$ cat src/rtl/axi_lite_rd_arbiter.sv
// Round-robin arbiter sharing one AXI4-Lite read path among NUM_M requesters.
// One transaction outstanding at a time; R is routed combinationally to the granted requester.
module axi_lite_rd_arbiter #(
    parameter int unsigned NUM_M  = 4,
    parameter int unsigned ADDR_W = 12,
    parameter int unsigned DATA_W = 32,
    localparam int unsigned IdW   = (NUM_M > 1) ? $clog2(NUM_M) : 1
) (
    input  logic                      ACLK,
    input  logic                      ARESETn,
    input  logic [NUM_M-1:0]          s_arvalid,
    output logic [NUM_M-1:0]          s_arready,
    input  logic [NUM_M*ADDR_W-1:0]   s_araddr,
    input  logic [NUM_M*3-1:0]        s_arprot,
    output logic [NUM_M-1:0]          s_rvalid,
    input  logic [NUM_M-1:0]          s_rready,
    output logic [DATA_W-1:0]         s_rdata,
    output logic [1:0]                s_rresp,
    output logic                      m_arvalid,
    output logic [ADDR_W-1:0]         m_araddr,
    output logic [2:0]                m_arprot,
    input  logic                      m_arready,
    input  logic                      m_rvalid,
    input  logic [DATA_W-1:0]         m_rdata,
    input  logic [1:0]                m_rresp,
    output logic                      m_rready,
    output logic [IdW-1:0]            grant_id,
    output logic                      busy
);

    typedef enum logic [1:0] {StIdle, StAddr, StData} state_e;

    state_e           state_q, state_d;
    logic [IdW-1:0]   last_grant_q;
    logic             win_found;
    logic [IdW-1:0]   win_idx;
    logic [IdW-1:0]   cand;

    // Search starts one past the last served requester, wrapping modulo NUM_M.
    always_comb begin
        win_found = 1'b0;
        win_idx   = '0;
        cand      = '0;
        for (int unsigned off = 1; off <= NUM_M; off++) begin
            cand = IdW'((32'(last_grant_q) + off) % NUM_M);
            if (!win_found && s_arvalid[cand]) begin
                win_found = 1'b1;
                win_idx   = cand;
            end
        end
    end

    always_ff @(posedge ACLK or negedge ARESETn) begin
        if (!ARESETn) begin
            state_q <= StIdle;
        end else begin
            state_q <= state_d;
        end
    end

    always_comb begin
        state_d = state_q;
        unique case (state_q)
            StIdle:  if (win_found) state_d = StAddr;
            StAddr:  if (m_arvalid && m_arready) state_d = StData;
            StData:  if (m_rvalid && s_rready[grant_id]) state_d = StIdle;
            default: state_d = StIdle;
        endcase
    end

    always_ff @(posedge ACLK or negedge ARESETn) begin
        if (!ARESETn) begin
            m_arvalid    <= 1'b0;
            m_araddr     <= '0;
            m_arprot     <= '0;
            grant_id     <= '0;
            last_grant_q <= IdW'(NUM_M - 1);
        end else begin
            if (state_q == StIdle && win_found) begin
                m_arvalid <= 1'b1;
                m_araddr  <= s_araddr[32'(win_idx) * ADDR_W +: ADDR_W];
                m_arprot  <= s_arprot[32'(win_idx) * 3 +: 3];
                grant_id  <= win_idx;
            end
            if (state_q == StAddr && m_arvalid && m_arready) begin
                m_arvalid <= 1'b0;
            end
            if (state_q == StData && m_rvalid && s_rready[grant_id]) begin
                last_grant_q <= grant_id;
            end
        end
    end

    // Handshake outputs are gated by reset so nothing is offered while ARESETn is low.
    always_comb begin
        s_arready = '0;
        s_rvalid  = '0;
        m_rready  = 1'b0;
        s_rdata   = m_rdata;
        s_rresp   = m_rresp;
        busy      = (state_q != StIdle);
        if (ARESETn) begin
            unique case (state_q)
                StIdle: if (win_found) s_arready[win_idx] = 1'b1;
                StData: begin
                    s_rvalid[grant_id] = m_rvalid;
                    m_rready           = s_rready[grant_id];
                end
                default: ;
            endcase
        end
    end

endmodule

$ cat config.mk
export PLATFORM = sky130hd
export DESIGN_NAME = axi_lite_rd_arbiter
export DESIGN_NICKNAME = d
export VERILOG_FILES = /design/src/rtl/axi_lite_rd_arbiter.sv
export SDC_FILE = /design/constraint.sdc
export NUM_CORES = 1
export LEC_CHECK = 0
export ABC_AREA = 1
export CAP_MARGIN = 20
export CORE_MARGIN = 2
export CORE_UTILIZATION = 31
export CTS_CLUSTER_SIZE = 16
export DETAILED_ROUTE_END_ITERATION = 8
export PLACE_DENSITY = 0.88
export REMOVE_ABC_BUFFERS = 1
export SLEW_MARGIN = 5
export SYNTH_ARGS = -nofsm -noshare
export SYNTH_HDL_FRONTEND = slang
export SYNTH_SLANG_ARGS = --single-unit
$ cat constraint.sdc
create_clock -name ACLK -period 2.2 [get_ports ACLK]
set_clock_uncertainty 0.15 [all_clocks]
set_input_delay 0.44 -clock ACLK [delete_from_list [all_inputs] [get_ports ACLK]]
set_output_delay 0.44 -clock ACLK [all_outputs]
set_load 0.005 [all_outputs]
## Yosys cells after proc, flatten, opt, wreduce, memory -nomap -nowiden

Cells that the tools add are included.

| operators by class | value |
|---|---|
| divide/modulo/power cells | 0 |
| multiply operators | 2 |
| bitwise gates (word level) | 1 |
| $add $sub $neg | 4 |
| mux-type cells | 35 |
| $lt $le $gt $ge | 8 |
| equal/unequal tests | 5 |
| reductions and logical operators | 19 |
| shift operators | 2 |

Operators by type and width:

| operator | count |
|---|---|
| 48-bit by 7-bit variable part select with 12-bit output | 1 |
| 4-bit 2-to-1 mux | 5 |
| 2-bit by 3-bit less-than comparator with 1-bit output, second input constant | 6 |
| 1-bit 2-to-1 mux | 15 |
| 2-bit 2-to-1 mux | 7 |
| 1-bit logical AND | 12 |
| 12-bit by 5-bit variable part select with 3-bit output | 1 |
| 1-bit binary-select mux with 2-bit select | 5 |
| 2-bit by 2-bit multiplier with 4-bit output, second input constant | 2 |
| 2-bit inequality test, second input constant | 3 |
| 2-bit case mux with 3 select lines | 1 |
| 2-bit by 1-bit adder with 2-bit output, second input constant | 2 |
| 2-bit adder, second input constant | 2 |
| 4-bit bitwise AND | 1 |
| 1-bit demux with 2-bit select | 2 |
| 2-bit by 1-bit greater-or-equal comparator with 1-bit output, second input constant | 2 |
| 2-bit nonzero test | 2 |
| 1-bit logical NOT | 3 |
| 3-bit AND reduction | 1 |
| 2-bit by 1-bit equality test with 1-bit output, second input constant | 1 |
| 2-bit equality test, second input constant | 1 |
| 2-bit logical NOT | 1 |

| storage, ports and cells | value |
|---|---|
| latch bits | 0 |
| memories kept | 0 |
| bits in registers | 22 |
| bits in read-only memories | 0 |
| output and inout bits | 62 |
| bits of input ports | 106 |
| RAM bits | 0 |

## Longest topological paths before layout

| depth | value |
|---|---|
| depth after elaboration | 20 |
| gate-level depth with buffers | 17 |
| depth with buffers taken out | 14 |

## Least setup slack after synthesis

Ideal clock, no wire load.

| timing | value |
|---|---|
| path type | reg-to-output |
| start point | reg last_grant_q[0] |
| end point | out s_arready[1] |
| slack | -162 ps |
| path buffers | 3 |
| required time | 1,610 ps |
| arrival | 1,772 ps |
| cell stages (with the launch flop) | 16 |
| cell sequence | dfstp_2 > buf_6 > inv_4 > nand2_1 > nand2_1 > nand2_2 > nand2_2 > inv_2 > nand2_1 > nand2_2 > nand3_2 > buf_6 > buf_6 > inv_2 > nand3_1 > nor2_1 |

| on the way | value |
|---|---|
| longest elaborated chain between the ends | 20 |

Ends and longest elaborated chain:

| element | line | source |
|---|---|---|
| start, declared | 34 | `logic [IdW-1:0] last_grant_q;` |
| start signal, assigned | 77 | `last_grant_q <= IdW'(NUM_M - 1);` |
| start signal, assigned | 89 | `last_grant_q <= grant_id;` |
| 2-bit by 1-bit adder with 2-bit output | 45 | `cand = IdW'((32'(last_grant_q) + off) % NUM_M);` |
| 1-bit binary-select mux with 2-bit select | 46 | `if (!win_found && s_arvalid[cand]) begin` |
| 1-bit 2-to-1 mux (not written as such) | 46 |  |
| 1-bit 2-to-1 mux | 46 |  |
| 1-bit logical NOT | 46 |  |
| 1-bit logical AND | 46 |  |
| 1-bit 2-to-1 mux | 46 |  |
| 1-bit logical NOT | 46 |  |
| [4 not listed] | -- |  |
| 2-bit 2-to-1 mux | 46 |  |
| 2-bit by 3-bit less-than comparator with 1-bit output (not written as such) / 2-bit by 1-bit greater-or-equal comparator with 1-bit output (equally long branches) | 104 | `StIdle: if (win_found) s_arready[win_idx] = 1'b1;` |
| 1-bit logical AND (not written as such) | 104 |  |
| 1-bit 2-to-1 mux (not written as such) | 104 |  |
| 1-bit demux with 2-bit select | 104 |  |
| 4-bit 2-to-1 mux (*) | 104 |  |
| 4-bit 2-to-1 mux (*) | 103 | `unique case (state_q)` |
| 4-bit 2-to-1 mux (*) | 102 | `if (ARESETn) begin` |
| end, declared | 12 | `output logic [NUM_M-1:0] s_arready,` |

Mark *: on every way between the ends. The rest lies on a longest branch, timed or not. The select of a mux whose other input is x is not followed.

## Worst setup path in the final report

| timing | value |
|---|---|
| start point | in s_arvalid[2] |
| end point | out s_arready[1] |

| on the way | value |
|---|---|
| longest elaborated chain between the ends | 19 |

Ends and longest elaborated chain:

| element | line | source |
|---|---|---|
| start, declared | 11 | `input logic [NUM_M-1:0] s_arvalid,` |
| 1-bit binary-select mux with 2-bit select | 46 |  |
| 1-bit 2-to-1 mux (not written as such) | 46 |  |
| 1-bit 2-to-1 mux | 46 |  |
| 1-bit logical NOT | 46 |  |
| 1-bit logical AND | 46 |  |
| 1-bit 2-to-1 mux | 46 |  |
| 1-bit logical NOT | 46 |  |
| 1-bit logical AND | 46 |  |
| [3 not listed] | -- |  |
| 2-bit 2-to-1 mux | 46 |  |
| 2-bit by 3-bit less-than comparator with 1-bit output (not written as such) / 2-bit by 1-bit greater-or-equal comparator with 1-bit output (equally long branches) | 104 |  |
| 1-bit logical AND (not written as such) | 104 |  |
| 1-bit 2-to-1 mux (not written as such) | 104 |  |
| 1-bit demux with 2-bit select | 104 |  |
| 4-bit 2-to-1 mux (*) | 104 |  |
| 4-bit 2-to-1 mux (*) | 103 |  |
| 4-bit 2-to-1 mux (*) | 102 |  |

Marked as above.

==> impl_results.md <==
* Status: complete, but fails checks
* Violated checks: negative setup slack
* Clock Latency Late Sink at about 0.26 ns
* Area grow syn2layout at 51.6%
* ANT nets after route at 0
* GRT Residual Overflow at 0
* Die ar. at roughly 0.008 sq mm
* # DRC at 0
* Minimum clock period at 2.66 ns
* Period Utilization, post-route at 121%
* Maximum clock rate at 0.376 GHz
* Post-synthesis cell type count at 26
* FP Rows at 31
* Worst vdd ir at 0.817 mV
* Worst setup SP type: input port
* Initial DRC count at 116
* CTS Root Cell: clkbuf_8
* Relative slew slack at about 76%
* Routed len/inst at 15.8 um
* Routed WL at 8.80 mm
* RSZ-0062 raised after global routing: yes
* Fin cells at 557
* Max FO, Critical Path at 3
* Sequential cell area fraction in the yosys report at 24.5%
* Detailed placer's ending HPWL at 6.86 mm
* First-pass GRT wire length at 12.8 mm
* Vias in the first global route at 2487
* Kind of critical path: input port to output pin
* Max-slew violation count at 0
* Post-synthesis mux area share at 0.443%
* Async S/R FF share, synth at 100%
* PwrDens at around 1600 mW/mm^2
* Adder-Cell Fraction of Synth Area at 0%
* Initial Utilization at 31.6%
* Largest family of logic cells by synthesized area: simple AND/OR/NAND/NOR gates
* Antenna violations before repair at 0
* Nets at 565
* Final count of negative-setup-slack endpoints at 20
* Leakage at 1.80 nW
* Core area at 0.00714 sq mm
* Routability congestion estimate at 0.835
* IO Port Bufs at 99
* Mapped Area at approximately 0.0023 sq mm
* Compound-gate portion of the synthesized area at under 10%
* H-tree depth at 1
* Clk buf depth at 2
* Number of diodes at 0
* Mapped Avg Cell Area at 6.09 sq um
* Clk slew on worst S/H paths at 0.08 ns
* Layout cells sized above 1 at about a fifth
* Yosys reg bits at 22
* CTS tree: done
* Post-synthesis simple-gate area fraction at 44.7%
* Worst setup EP type: output pin
* Top FF cell, synth: dfrtp_1
* Worst slack, placed at -0.858 ns
* CTS Buf Count at 3
* I/O Pins at 168
* Die Width at ~90 um
* Post-DR vias/cell at 4.80
* Cells on worst reg2reg path at 15
* Synth warn at 0
* CTS Hold Bufs at 0
* TritonRoute pass-1 iters at 7
* Worst-Margin Slew at 0.360 ns
* Vias at roughly 2700
* Post-synth EDFFs at 0
* Hold Vio Cnt, Final at 0
* Max Cap Violations at 0
* Hold Crit Class: input port to async pin
* PnR worst setup slack at -0.459 ns
* Multi-input gate area at 0.00119 sq mm
* Chip height at 89.4 um
* Synth Instances at about 370
* Data required, critical path at 1.61 ns
* Gr usage total at 21.6%
* CTS sink count at 22
* Largest net degree at the start of global routing at 38
* XOR/XNOR Fraction of Synth Area at 0%
* Fillers at 728
* Register area at 553 sq um
* WP data arrival at slightly above 2 ns
* Placed insts at 543
final cells by class:
type	instances	share of cell area (%)
sequential	22	16.2
inverter	71	7.93
timing repair buffer	134	35.8
clock buffer	4	1.61
tap	99	3.62
multi-input combinational	227	34.9
per-layer routing:
layer / share of wire [%] / up-vias / GRT usage, %
met4: 1.4 / 2 / 3.80
met2: 43 / 147 / 31.2
met1: 42 / 1220 / 26.5
met3: 13 / 19 / 14.6
li1: - / 1288 / -
met5: 0.64 / - / 5.19
state kept, by name, summed over array words and instances, names as in the netlist:
name,cells
state_q,2
m_arvalid,1
last_grant_q,2
m_araddr,12
grant_id,2
m_arprot,3
synth_stat cells (2+ instances only):
cell type	count	area share, %
buf_2	7	1.6
o21ai_0	5	1.1
nand4_1	25	6.9
nand2_2	4	1.1
dfstp_2	2	2.3
nor3_1	5	1.1
nor2_4	2	1.0
nor4_2	2	1.1
nor2_1	7	1.2
inv_1	66	11
nand3_1	40	8.9
nand2_1	124	21
buf_4	36	12
buf_6	3	1.5
clkbuf_1	4	0.66
or2_1	3	0.83
nand3_2	2	0.89
inv_2	4	0.66
o211ai_1	4	1.3
dfrtp_1	20	22
kinds of logic (layout without fill, tap and decap cells):
group / Yosys count / in the layout
simple gates: 216 / 216
flops: 22 / 22
buf+inv: 122 / 209
compound gates: 10 / 10
mux: 1 / 1
report_power, final:
group	switching, mW	internal (mW)
Combinational	2.53	1.85
Clock	0.131	0.159
Sequential	0.173	0.645
Total	2.84	2.66
metrics by stage:
step | hold WS [ns] | total power [mW] | area (sq um) | TNS (ns) | utilization [%]
3_5_place_dp | 0.315 | 4.76 | 3200 | -12.02 | 44.9
3_3_place_gp | 0.313 | 4.63 | 3200 | -8.92 | 44.9
2_1_floorplan | -0.00559 | 3.12 | 1900 | -5.76 | -
5_1_grt | 0.220 | 6.03 | 3420 | -7.03 | 48.0
6_report | 0.191 | 5.50 | 3420 | -4.20 | 48.0
4_1_cts | 0.214 | 5.37 | 3370 | -3.25 | 47.3
path summary, 6_finish.rpt:
| check | startpoint | end | slack (ns) |
|---|---|---|---|
| worst max-delay path | s_arvalid[2] | s_arready[1] | -0.46 |
| worst min-delay path | ARESETn | state_q[1]$_DFFE_PN0P_ | 0.19 |
| min in group ACLK | m_araddr[9]$_DFFE_PN0P_ | m_araddr[9]$_DFFE_PN0P_ | 0.33 |
| worst min register to register | m_araddr[9]$_DFFE_PN0P_ | m_araddr[9]$_DFFE_PN0P_ | 0.33 |
| worst max register to register | last_grant_q[0]$_DFFE_PN1P_ | m_araddr[2]$_DFFE_PN0P_ | -0.19 |
| max in group asynchronous | ARESETn | last_grant_q[1]$_DFFE_PN1P_ | 1.50 |
critical path, stage by stage:
cell and delay (ns):
clkdlybuf4s50_1 0.49, inv_1 0.08, nand2_2 0.11, nand2_1 0.07, nand2_1 0.07, nand2_1 0.09
nand2_2 0.10, nand2_1 0.07, nand2_2 0.09, nand3_4 0.09, inv_4 0.08, nand3_2 0.08
nor2_1 0.10, buf_2 0.12
cells in the final DEF, fill, tap and decap left out, types with 20 or more instances in the layout:
cell type          n
nand3_1           36
buf_4             34
nand2_1          107
clkdlybuf4s50_1   88
nand2_2           20
nand4_1           25
inv_1             64
dfrtp_1           20
what timing repair did:
action                                  CTS  global route
endpoints found under the setup margin   25            25
setup buffers                             9             2
pin swaps                                16             5
gates resized for setup                  52            11
No activity file was read; power rests on OpenSTA's default activity.
